[config.mk]
export PLATFORM = sky130hd
export DESIGN_NAME = grid_pixel_renderer_flat
export DESIGN_NICKNAME = d
export VERILOG_FILES = /design/src/rtl/grid_pixel_renderer_if.sv /design/src/rtl/grid_pixel_renderer.sv /design/src/flat_wrapper.sv
export SDC_FILE = /design/constraint.sdc
export NUM_CORES = 1
export LEC_CHECK = 0
export BUFFER_PORTS_ARGS = -buffer_cell sky130_fd_sc_hd__buf_4
export CORE_AREA = 2 2 234 236
export DETAILED_ROUTE_END_ITERATION = 7
export DIE_AREA = 0 0 236 238
export MAX_ROUTING_LAYER = met4
export PLACE_DENSITY = 0.63
export SKIP_CTS_REPAIR_TIMING = 1
export SLEW_MARGIN = 30
export SYNTH_ARGS = -nofsm -noshare
export SYNTH_HDL_FRONTEND = slang
export SYNTH_SLANG_ARGS = --single-unit
[constraint.sdc]
create_clock -name vga_clk -period 9.9 [get_ports vga_clk]
set_input_delay 1.98 -clock vga_clk [delete_from_list [all_inputs] [get_ports vga_clk]]
set_output_delay 1.98 -clock vga_clk [all_outputs]
set_load 0.01 [all_outputs]
[src/rtl/grid_pixel_renderer_if.sv]
// Pixel-stream bundle between the VGA timing/game-state side and the
// playfield renderer: pixel coordinates, background, grid state, colour out.
interface grid_pixel_renderer_if #(
  parameter int ROWS = 18,
  parameter int COLS = 10
);
  logic [9:0]             DrawX;
  logic [9:0]             DrawY;
  logic                   blank;
  logic [3:0]             bg_red;
  logic [3:0]             bg_green;
  logic [3:0]             bg_blue;
  logic [ROWS*COLS*3-1:0] grid_flat;
  logic [ROWS-1:0]        row_flash;
  logic [3:0]             red;
  logic [3:0]             green;
  logic [3:0]             blue;

  modport master (
    output DrawX, DrawY, blank, bg_red, bg_green, bg_blue, grid_flat, row_flash,
    input  red, green, blue
  );

  modport slave (
    input  DrawX, DrawY, blank, bg_red, bg_green, bg_blue, grid_flat, row_flash,
    output red, green, blue
  );
endinterface

[src/rtl/grid_pixel_renderer.sv]
// Two-stage playfield renderer: maps (DrawX, DrawY) to a grid cell, looks up
// the cell colour code in a fixed palette, applies edge shading and per-row
// flash, and falls back to the background outside the field or on empty cells.
module grid_pixel_renderer #(
  parameter int COLS         = 10,
  parameter int ROWS         = 18,
  parameter int CELL_W       = 16,
  parameter int CELL_H       = 16,
  parameter int X0           = 240,
  parameter int Y0           = 96,
  parameter int BLINK_FRAMES = 8
) (
  input logic                  vga_clk,
  input logic                  Reset,
  grid_pixel_renderer_if.slave bus
);

  localparam int LOG_W = $clog2(CELL_W);
  localparam int LOG_H = $clog2(CELL_H);
  localparam int COL_W = (COLS > 1) ? $clog2(COLS) : 1;
  localparam int ROW_W = (ROWS > 1) ? $clog2(ROWS) : 1;
  localparam int BIT_W = $clog2(ROWS * COLS * 3);

  localparam logic [10:0] X_LO       = 11'(X0);
  localparam logic [10:0] X_HI       = 11'(X0 + COLS * CELL_W);
  localparam logic [10:0] Y_LO       = 11'(Y0);
  localparam logic [10:0] Y_HI       = 11'(Y0 + ROWS * CELL_H);
  localparam logic [10:0] W_MASK     = 11'(CELL_W - 1);
  localparam logic [10:0] H_MASK     = 11'(CELL_H - 1);
  localparam logic [7:0]  FRAME_LAST = 8'(BLINK_FRAMES - 1);

  // Stage-1 combinational terms
  logic [10:0]      x_ext, y_ext, rel_x, rel_y;
  logic             in_field_c, edge_c;
  logic [COL_W-1:0] col_c;
  logic [ROW_W-1:0] row_c;

  // Stage-1 registers
  logic             s1_in_field, s1_edge, s1_blank;
  logic [COL_W-1:0] s1_col;
  logic [ROW_W-1:0] s1_row;
  logic [11:0]      s1_bg;

  // Stage-2 combinational terms
  logic [BIT_W-1:0] bit_idx;
  logic [2:0]       code;
  logic [11:0]      pal, pix;

  // Flash timing state
  logic       sof_now, sof, prev_sof, phase;
  logic [7:0] frame_cnt;

  // Field test uses direct compares so DrawX < X0 cannot wrap into the field;
  // col/row are zeroed outside the field to keep the grid lookup in range.
  always_comb begin
    x_ext      = {1'b0, bus.DrawX};
    y_ext      = {1'b0, bus.DrawY};
    rel_x      = x_ext - X_LO;
    rel_y      = y_ext - Y_LO;
    in_field_c = (x_ext >= X_LO) && (x_ext < X_HI) && (y_ext >= Y_LO) && (y_ext < Y_HI);
    col_c      = in_field_c ? COL_W'(rel_x >> LOG_W) : '0;
    row_c      = in_field_c ? ROW_W'(rel_y >> LOG_H) : '0;
    edge_c     = ((rel_x & W_MASK) == '0) || ((rel_y & H_MASK) == '0);
  end

  // Stage 1: register geometry results alongside blank and background
  always_ff @(posedge vga_clk) begin
    if (Reset) begin
      s1_in_field <= 1'b0;
      s1_edge     <= 1'b0;
      s1_blank    <= 1'b0;
      s1_col      <= '0;
      s1_row      <= '0;
      s1_bg       <= '0;
    end else begin
      s1_in_field <= in_field_c;
      s1_edge     <= edge_c;
      s1_blank    <= bus.blank;
      s1_col      <= col_c;
      s1_row      <= row_c;
      s1_bg       <= {bus.bg_red, bus.bg_green, bus.bg_blue};
    end
  end

  // Stage-2 lookup and colour priority: blank, background, flash, empty, palette
  always_comb begin
    bit_idx = BIT_W'((32'(s1_row) * COLS + 32'(s1_col)) * 3);
    code    = bus.grid_flat[bit_idx +: 3];
    case (code)
      3'd1:    pal = 12'hF00;
      3'd2:    pal = 12'h0F0;
      3'd3:    pal = 12'h00F;
      3'd4:    pal = 12'hFF0;
      3'd5:    pal = 12'hF0F;
      3'd6:    pal = 12'hF70;
      3'd7:    pal = 12'hF47;
      default: pal = 12'h000;
    endcase
    if (!s1_blank)
      pix = '0;
    else if (!s1_in_field)
      pix = s1_bg;
    else if (bus.row_flash[s1_row] && phase)
      pix = '1;
    else if (code == 3'd0)
      pix = s1_bg;
    else if (s1_edge)
      pix = {1'b0, pal[11:9], 1'b0, pal[7:5], 1'b0, pal[3:1]};
    else
      pix = pal;
  end

  // Stage 2: registered colour output
  always_ff @(posedge vga_clk) begin
    if (Reset) begin
      bus.red   <= '0;
      bus.green <= '0;
      bus.blue  <= '0;
    end else begin
      {bus.red, bus.green, bus.blue} <= pix;
    end
  end

  // A run of (0,0) pixels yields a single start-of-frame pulse on its first cycle
  always_comb begin
    sof_now = (bus.DrawX == '0) && (bus.DrawY == '0);
    sof     = sof_now && !prev_sof;
  end

  // Frame counter and flash phase, advanced once per frame
  always_ff @(posedge vga_clk) begin
    if (Reset) begin
      prev_sof  <= 1'b0;
      frame_cnt <= '0;
      phase     <= 1'b0;
    end else begin
      prev_sof <= sof_now;
      if (sof) begin
        if (frame_cnt >= FRAME_LAST) begin
          frame_cnt <= '0;
          phase     <= ~phase;
        end else begin
          frame_cnt <= frame_cnt + 8'd1;
        end
      end
    end
  end

endmodule
[src/flat_wrapper.sv]
// flat-port wrapper written by rule: the top's interface ports become plain ports
module grid_pixel_renderer_flat 
#(
  parameter int COLS         = 10,
  parameter int ROWS         = 18,
  parameter int CELL_W       = 16,
  parameter int CELL_H       = 16,
  parameter int X0           = 240,
  parameter int Y0           = 96,
  parameter int BLINK_FRAMES = 8
)
  (vga_clk, Reset, bus_DrawX, bus_DrawY, bus_blank, bus_bg_red, bus_bg_green, bus_bg_blue, bus_grid_flat, bus_row_flash, bus_red, bus_green, bus_blue);
  grid_pixel_renderer_if #(.ROWS(ROWS), .COLS(COLS)) bus_i ();
  input logic vga_clk;
  input logic Reset;
  input wire logic [$bits(bus_i.DrawX)-1:0] bus_DrawX;
  input wire logic [$bits(bus_i.DrawY)-1:0] bus_DrawY;
  input wire logic [$bits(bus_i.blank)-1:0] bus_blank;
  input wire logic [$bits(bus_i.bg_red)-1:0] bus_bg_red;
  input wire logic [$bits(bus_i.bg_green)-1:0] bus_bg_green;
  input wire logic [$bits(bus_i.bg_blue)-1:0] bus_bg_blue;
  input wire logic [$bits(bus_i.grid_flat)-1:0] bus_grid_flat;
  input wire logic [$bits(bus_i.row_flash)-1:0] bus_row_flash;
  output wire logic [$bits(bus_i.red)-1:0] bus_red;
  output wire logic [$bits(bus_i.green)-1:0] bus_green;
  output wire logic [$bits(bus_i.blue)-1:0] bus_blue;
  assign bus_i.DrawX = bus_DrawX;
  assign bus_i.DrawY = bus_DrawY;
  assign bus_i.blank = bus_blank;
  assign bus_i.bg_red = bus_bg_red;
  assign bus_i.bg_green = bus_bg_green;
  assign bus_i.bg_blue = bus_bg_blue;
  assign bus_i.grid_flat = bus_grid_flat;
  assign bus_i.row_flash = bus_row_flash;
  assign bus_red = bus_i.red;
  assign bus_green = bus_i.green;
  assign bus_blue = bus_i.blue;
  grid_pixel_renderer #(.COLS(COLS), .ROWS(ROWS), .CELL_W(CELL_W), .CELL_H(CELL_H), .X0(X0), .Y0(Y0), .BLINK_FRAMES(BLINK_FRAMES)) u_core (.vga_clk(vga_clk), .Reset(Reset), .bus(bus_i));
endmodule
# Word-level counts from Yosys, hierarchy flattened
# Cells that the tools add are included.
# Widths: inputs -> output; s select.
[classes]
addsub = 4
mul = 2
n_lt_le_gt_ge = 6
eq_ne = 7
shifts = 1
n_mux = 8
bitwise_logic = 3
n_reduce_logical = 16
[ops]
columns = ["operator", "n"]
rows = [
  ["$shiftx 540x11->3", 1],
  ["$pmux 12 s7", 1],
  ["$mux 12", 4],
  ["$mul 32x2->10 const B", 1],
  ["$logic_not 11->1", 2],
  ["$logic_not 10->1", 2],
  ["$lt 10x9->1 const B", 2],
  ["$eq 3x3->1 const B", 4],
  ["$add 9x4->10", 1],
  ["$ge 10x7->1 const B", 1],
  ["$ge 10x8->1 const B", 1],
  ["$sub 9x7->9 const B", 1],
  ["$add 8x1->8 const B", 1],
  ["$ge 8x3->1 const B", 1],
  ["$mul 5x3->8 const B", 1],
  ["$mux 8", 1],
  ["$sub 8x8->8 const B", 1],
  ["$eq 3x2->1 const B", 2],
  ["$logic_and 1x1->1", 6],
  ["$lt 5x6->1 const B", 1],
  ["$bmux 1 s5", 1],
  ["$reduce_or 2->1", 2],
  ["$eq 3x1->1 const B", 1],
  ["$logic_not 3->1", 1],
  ["other kinds (5)", 7],
]
[word_totals]
register_bits = 46
inputBits = 593
out_inout_bits = 12
word_cells = 59

# Longest topological paths before layout
[depth]
ltp_word = 10
depth_mapped = 21
depth_no_buf = 18

# Worst setup path before layout
# Ideal clock, no wire load.
[synth_path]
kind = "register to register"
start = "reg u_core.s1_row[1]"
end = "reg u_core.bus.blue[3]"
setup_ns = 0.074
arrival_time_ns = 4.806
t_required_ns = 9.826
slack_ns = 5.020
path_stages_with_launch = 20
n_path_buf = 2
period_less_slack_ns = 4.880
path_cell_list = "dfxtp_1 > ha_1 > ha_1 > fa_1 > nand2_1 > nor2_1 > xor2_1 > ha_1 > clkbuf_1 > and3b_1 > a211oi_1 > and3_1 > buf_2 > a21oi_1 > or4_1 > a31oi_1 > o2111ai_4 > xor2_2 > or3b_1 > a31oi_1"
[synth_via]
elab_chain_cells = 10
word_cells_on_any_way = 20
cone_classes = "add/sub: 1; mul: 2; eq/ne: 7; shift: 1; mux: 7; reduce/logical: 2"
[synth_rtl]
columns = ["item", "line", "rtl"]
rows = [
  ["from (decl)", "grid_pixel_renderer.sv:41", "logic [ROW_W-1:0] s1_row;"],
  ["from (signal assigned)", "grid_pixel_renderer.sv:80", "s1_row <= row_c;"],
  ["$mul 5x3->8", "grid_pixel_renderer.sv:87", "bit_idx = BIT_W'((32'(s1_row) * COLS + 32'(s1_col)) * 3);"],
  ["$add 9x4->10", "grid_pixel_renderer.sv:87", ""],
  ["$mul 32x2->10", "grid_pixel_renderer.sv:87", ""],
  ["$shiftx 540x11->3", "grid_pixel_renderer.sv:88", "code = bus.grid_flat[bit_idx +: 3];"],
  ["$eq 3x3->1, or another cell as far along", "grid_pixel_renderer.sv:89", "case (code)"],
  ["$pmux 12 s7", "grid_pixel_renderer.sv:89", ""],
  ["$mux 12", "grid_pixel_renderer.sv:107", "else if (s1_edge)"],
  ["$mux 12", "grid_pixel_renderer.sv:105", "else if (code == 3'd0)"],
  ["$mux 12 (*)", "grid_pixel_renderer.sv:103", "else if (bus.row_flash[s1_row] && phase)"],
  ["$mux 12 (*)", "grid_pixel_renderer.sv:101", "else if (!s1_in_field)"],
  ["to (signal assigned)", "grid_pixel_renderer.sv:120", "{bus.red, bus.green, bus.blue} <= pix;"],
  ["to (decl)", "grid_pixel_renderer_if.sv:26", "output red, green, blue"],
]
# Every way passes the cells marked *; elsewhere a longest branch is shown, timed or not. The select of a mux whose other input is x is not followed.
# A chain may end at the register's enable or synchronous reset.

# Worst setup path after layout
[layout_path]
start = "reg u_core.s1_row[0]"
end = "reg u_core.bus.blue[2]"
# The elaborated chain is that of the path after synthesis.

==> summary.txt <==
Status
  – Outcome: completed

Logic synthesis
  – Yosys reg bits: 46
  – Sequential element share of the synthesized area: 5.94%
  – Largest cells by area after synthesis: mux4_2 (58%), dfxtp_1 (5.9%), a22oi_1 (3.4%), mux2i_1 (3.4%), nand2_1 (2.5%)
  – Mapped Cells: 1,261
  – Synth Flop Type: dfxtp_1
  – EDFF count, synth: 0
  – Syn avg cell area: 12.3 um2
  – Synth area leader: mux4_2
  – Syn_nets: 1,879
  – Yosys top cell area share: 58.4%
  – Netlist cell types: 87
  – Ys async rst share: 0%
  – Yosys warning count: 0
  – Synthesized area: 0.0155 mm2

Clock network
  – H-tree Lvls: 2
  – Clk buf depth: 2
  – Reg clk slew, reported paths: 70 ps
  – Root Buffer: clkbuf_16
  – CTS tree: done
  – CTS sink count: 46
  – Clk_lat worst skew: 290 ps
  – Total CTS buffers: 5

Worst setup path
  – Crit-path max cell delay: 1140 ps
  – Critical path launch point: u_core.s1_row[0]
  – Reg2Reg Capture Point: u_core.bus.blue[2]
  – Crit path to: u_core.bus.blue[2]
  – Crit-path cells: ha_1 > fa_1 > inv_1 > fa_4 > buf_4 > mux2i_1 > mux4_2 > and2_0 > a2111oi_0 > o41ai_1 > a31oi_1 > a211oi_2 > nand2_1 > nand2_1 > or3_1 > a31oi_1
  – Worst Reg2Reg Path Length in Cells: 16
  – Worst Path Arrival: 6730 ps
  – Worst Setup End Kind: flop
  – Largest fanout on the critical path: 50
  – Number of gates on the worst path with buffers counted: 16
  – Worst Setup Path Type: flop to flop
  – Crit Reg-Reg Startpoint: u_core.s1_row[0]
  – R2R setup slack: 3380 ps
  – Worst endpoint required time: 10,110 ps
  – Startpoint Class: flop
  – Slowest cell on crit path: fa_4
  – Number of buffers and inverters on the critical path: 2
  – Delay-heaviest family, CP: adder cells

Timing
  – Slew @ Worst Pin: 923 ps
  – Slew margin rel.: 38.5%
  – Post-layout min period: 6520 ps
  – Setup TNS: 0 ps
  – RSZ-0062 raised after global routing: false
  – Worst clock skew: 5.16 ps
  – Final Max Tran Viols: 0
  – Final Hold Fails: 0
  – WHS: 449 ps
  – Setup Viol. Count Final: 0
  – Fmax: 153 MHz
  – Fin crit share: 65.9%

Global routing
  – Gr ovfl total: 0
  – Largest net degree at the start of global routing: 134
  – Number of global-route vias before repair: 16.2k
  – Total GRT Usage: 27.2%
  – Initial antenna violation count: 27
  – First-pass GRT wire length: 111,000 um

Final layout
  – P&R area growth vs syn: 32.4%
  – Nets: 2,366
  – Layout cells sized above 1: 61.6%

Power
  – Worst VDD drop: 0.0933 mV
  – Leak pwr: 7.59 nW
  – Pwr Density: 64.3 mW/mm2

Place
  – Final Wtd Congestion: 0.965
  – # port buffers: 604
  – Dpl hpwl: 62,900 um

Hold path
  – Worst Hold Class: flop to flop
  – WHS Path Cells: 1

Routing
  – First-iteration detailed-routing DRC count: 1,502
  – Vias per inst: 6.43
  – Via Count: 15.9k
  – DRT antenna net count: 0
  – WL/cell: 31.0 um
  – DR DRC count: 0
  – Drt pass-1 iters: 6
  – Routed wire length: 76,600 um

Floorplanning
  – Die Height: 238 um
  – IO Pins: 605
  – Rows: 85
  – Total die area: 0.0562 mm2
  – Initial core utilization: 29.0%
  – Core Footprint: 0.0535 mm2
  – DIE WIDTH: 236 um

Flow run
  – Max capacitance violation total: 0
## sequential cells by signal (all words and copies together), names as in the netlist
register / cells
u_core.s1_bg: 12
u_core.frame_cnt: 8
u_core.s1_row: 5
u_core.bus.blue: 4
u_core.bus.green: 4
u_core.bus.red: 4
u_core.s1_col: 4
u_core.phase: 1
u_core.prev_sof: 1
u_core.s1_blank: 1
u_core.s1_edge: 1
u_core.s1_in_field: 1
## worst min-delay path by stage
| stage | slack [ps] | endpoint | from |
|---|---|---|---|
| floorplan | 400 | u_core.bus.red[0] | u_core.s1_bg[8] |
| global placement | 420 | u_core.bus.red[0] | u_core.s1_bg[8] |
| detailed placement | 430 | u_core.bus.red[2] | u_core.s1_bg[10] |
| CTS | 450 | u_core.bus.red[2] | u_core.s1_bg[10] |
| global route | 470 | u_core.bus.red[1] | u_core.s1_bg[9] |
| finish | 450 | u_core.bus.red[1] | u_core.s1_bg[9] |
## cell usage after synthesis, drive strengths merged (7+ instances only)
cell and number:
nor4 12, dfxtp 46, nand3 23, a2111oi 11
a22oi 71, a211o 8, and3 8, buf 124
nor3 12, ha 22, mux4 402, a311oi 7
a221oi 7, and2 13, a31oi 12, a21oi 52
xnor2 10, xor2 11, inv 17, clkbuf 24
o21ai 14, nand4 18, mux2 7, mux2i 52
nor2b 21, nand2 105, nor2 51
## routing by layer
metal	share of wire, %	up-vias	global-route usage (%)
li1	-	6554	-
met1	38	8123	33.1
met2	50	1091	46.0
met3	8.9	134	5.76
met4	3.0	0	6.72
met5	0	-	-
## report_power, final
group / leakage (nW) / internal [W] / switching, W / total, W
clock network: 0.0706 / 0.0000948 / 0.0000730 / 0.000168
registers: 0.376 / 0.000190 / 0.00000458 / 0.000194
logic: 7.14 / 0.000491 / 0.000466 / 0.000957
## worst reg2reg max path, cell delays in order, from the launching register on
cell	delay, ps
dfxtp_1	430
ha_1	290
fa_1	540
inv_1	70
fa_4	1140
buf_4	650
mux2i_1	300
mux4_2	510
and2_0	180
a2111oi_0	760
o41ai_1	270
a31oi_1	280
a211oi_2	60
nand2_1	310
nand2_1	140
or3_1	350
a31oi_1	180
## final cells by class
cell class | count | area, um2
fill | 5190 | 33000
sequential | 46 | 925
tap | 696 | 871
clock buffer | 5 | 125
antenna | 30 | 75.1
inverter | 17 | 63.8
timing repair buffer | 628 | 4790
clock inverter | 3 | 25.0
multi-input combinational | 1050 | 13700
## metrics by stage
stage / instance area [um2] / total power (W) / instances / util, % / setup WS (ps)
after floorplan: 15500 / 0.000733 / 1261 / - / 5020
after CTS: 20400 / 0.00131 / 2445 / 38.2 / 3170
final: 20500 / 0.00132 / 2475 / 38.4 / 3380
after global routing: 20500 / 0.00138 / 2475 / 38.4 / 3020
after global placement: 20200 / 0.00113 / 2435 / 37.8 / 3310
after detailed placement: 20300 / 0.00114 / 2437 / 37.9 / 3200
## cells in the final DEF, fill, tap and decap left out, drive strengths merged, types with 10 or more instances in the layout
| cell | instances |
|---|---|
| nor2b | 21 |
| a22oi | 71 |
| dfxtp | 46 |
| nor2 | 51 |
| xnor2 | 10 |
| xor2 | 11 |
| o21ai | 14 |
| diode | 30 |
| a21oi | 52 |
| a2111oi | 11 |
| ha | 22 |
| mux2i | 52 |
| nor4 | 12 |
| a31oi | 12 |
| nand4 | 18 |
| nand3 | 23 |
| and2 | 13 |
| nor3 | 12 |
| inv | 18 |
| mux4 | 402 |
| buf | 628 |
| nand2 | 105 |
## cell families (layout without fill, tap and decap cells)
family          after synthesis  count (layout)  share of synthesized area (%)
mux                         461             461                           62.2
compound gates              252             252                           12.2
other cells                   0              30                              0
simple gates                291             291                           9.38
buf+inv                     165             653                           6.74
xor+xnor                     21              21                           1.38
flops                        46              46                           5.94
fa+ha+maj                    25              25                           2.16
(Power assumes the default switching activity.)
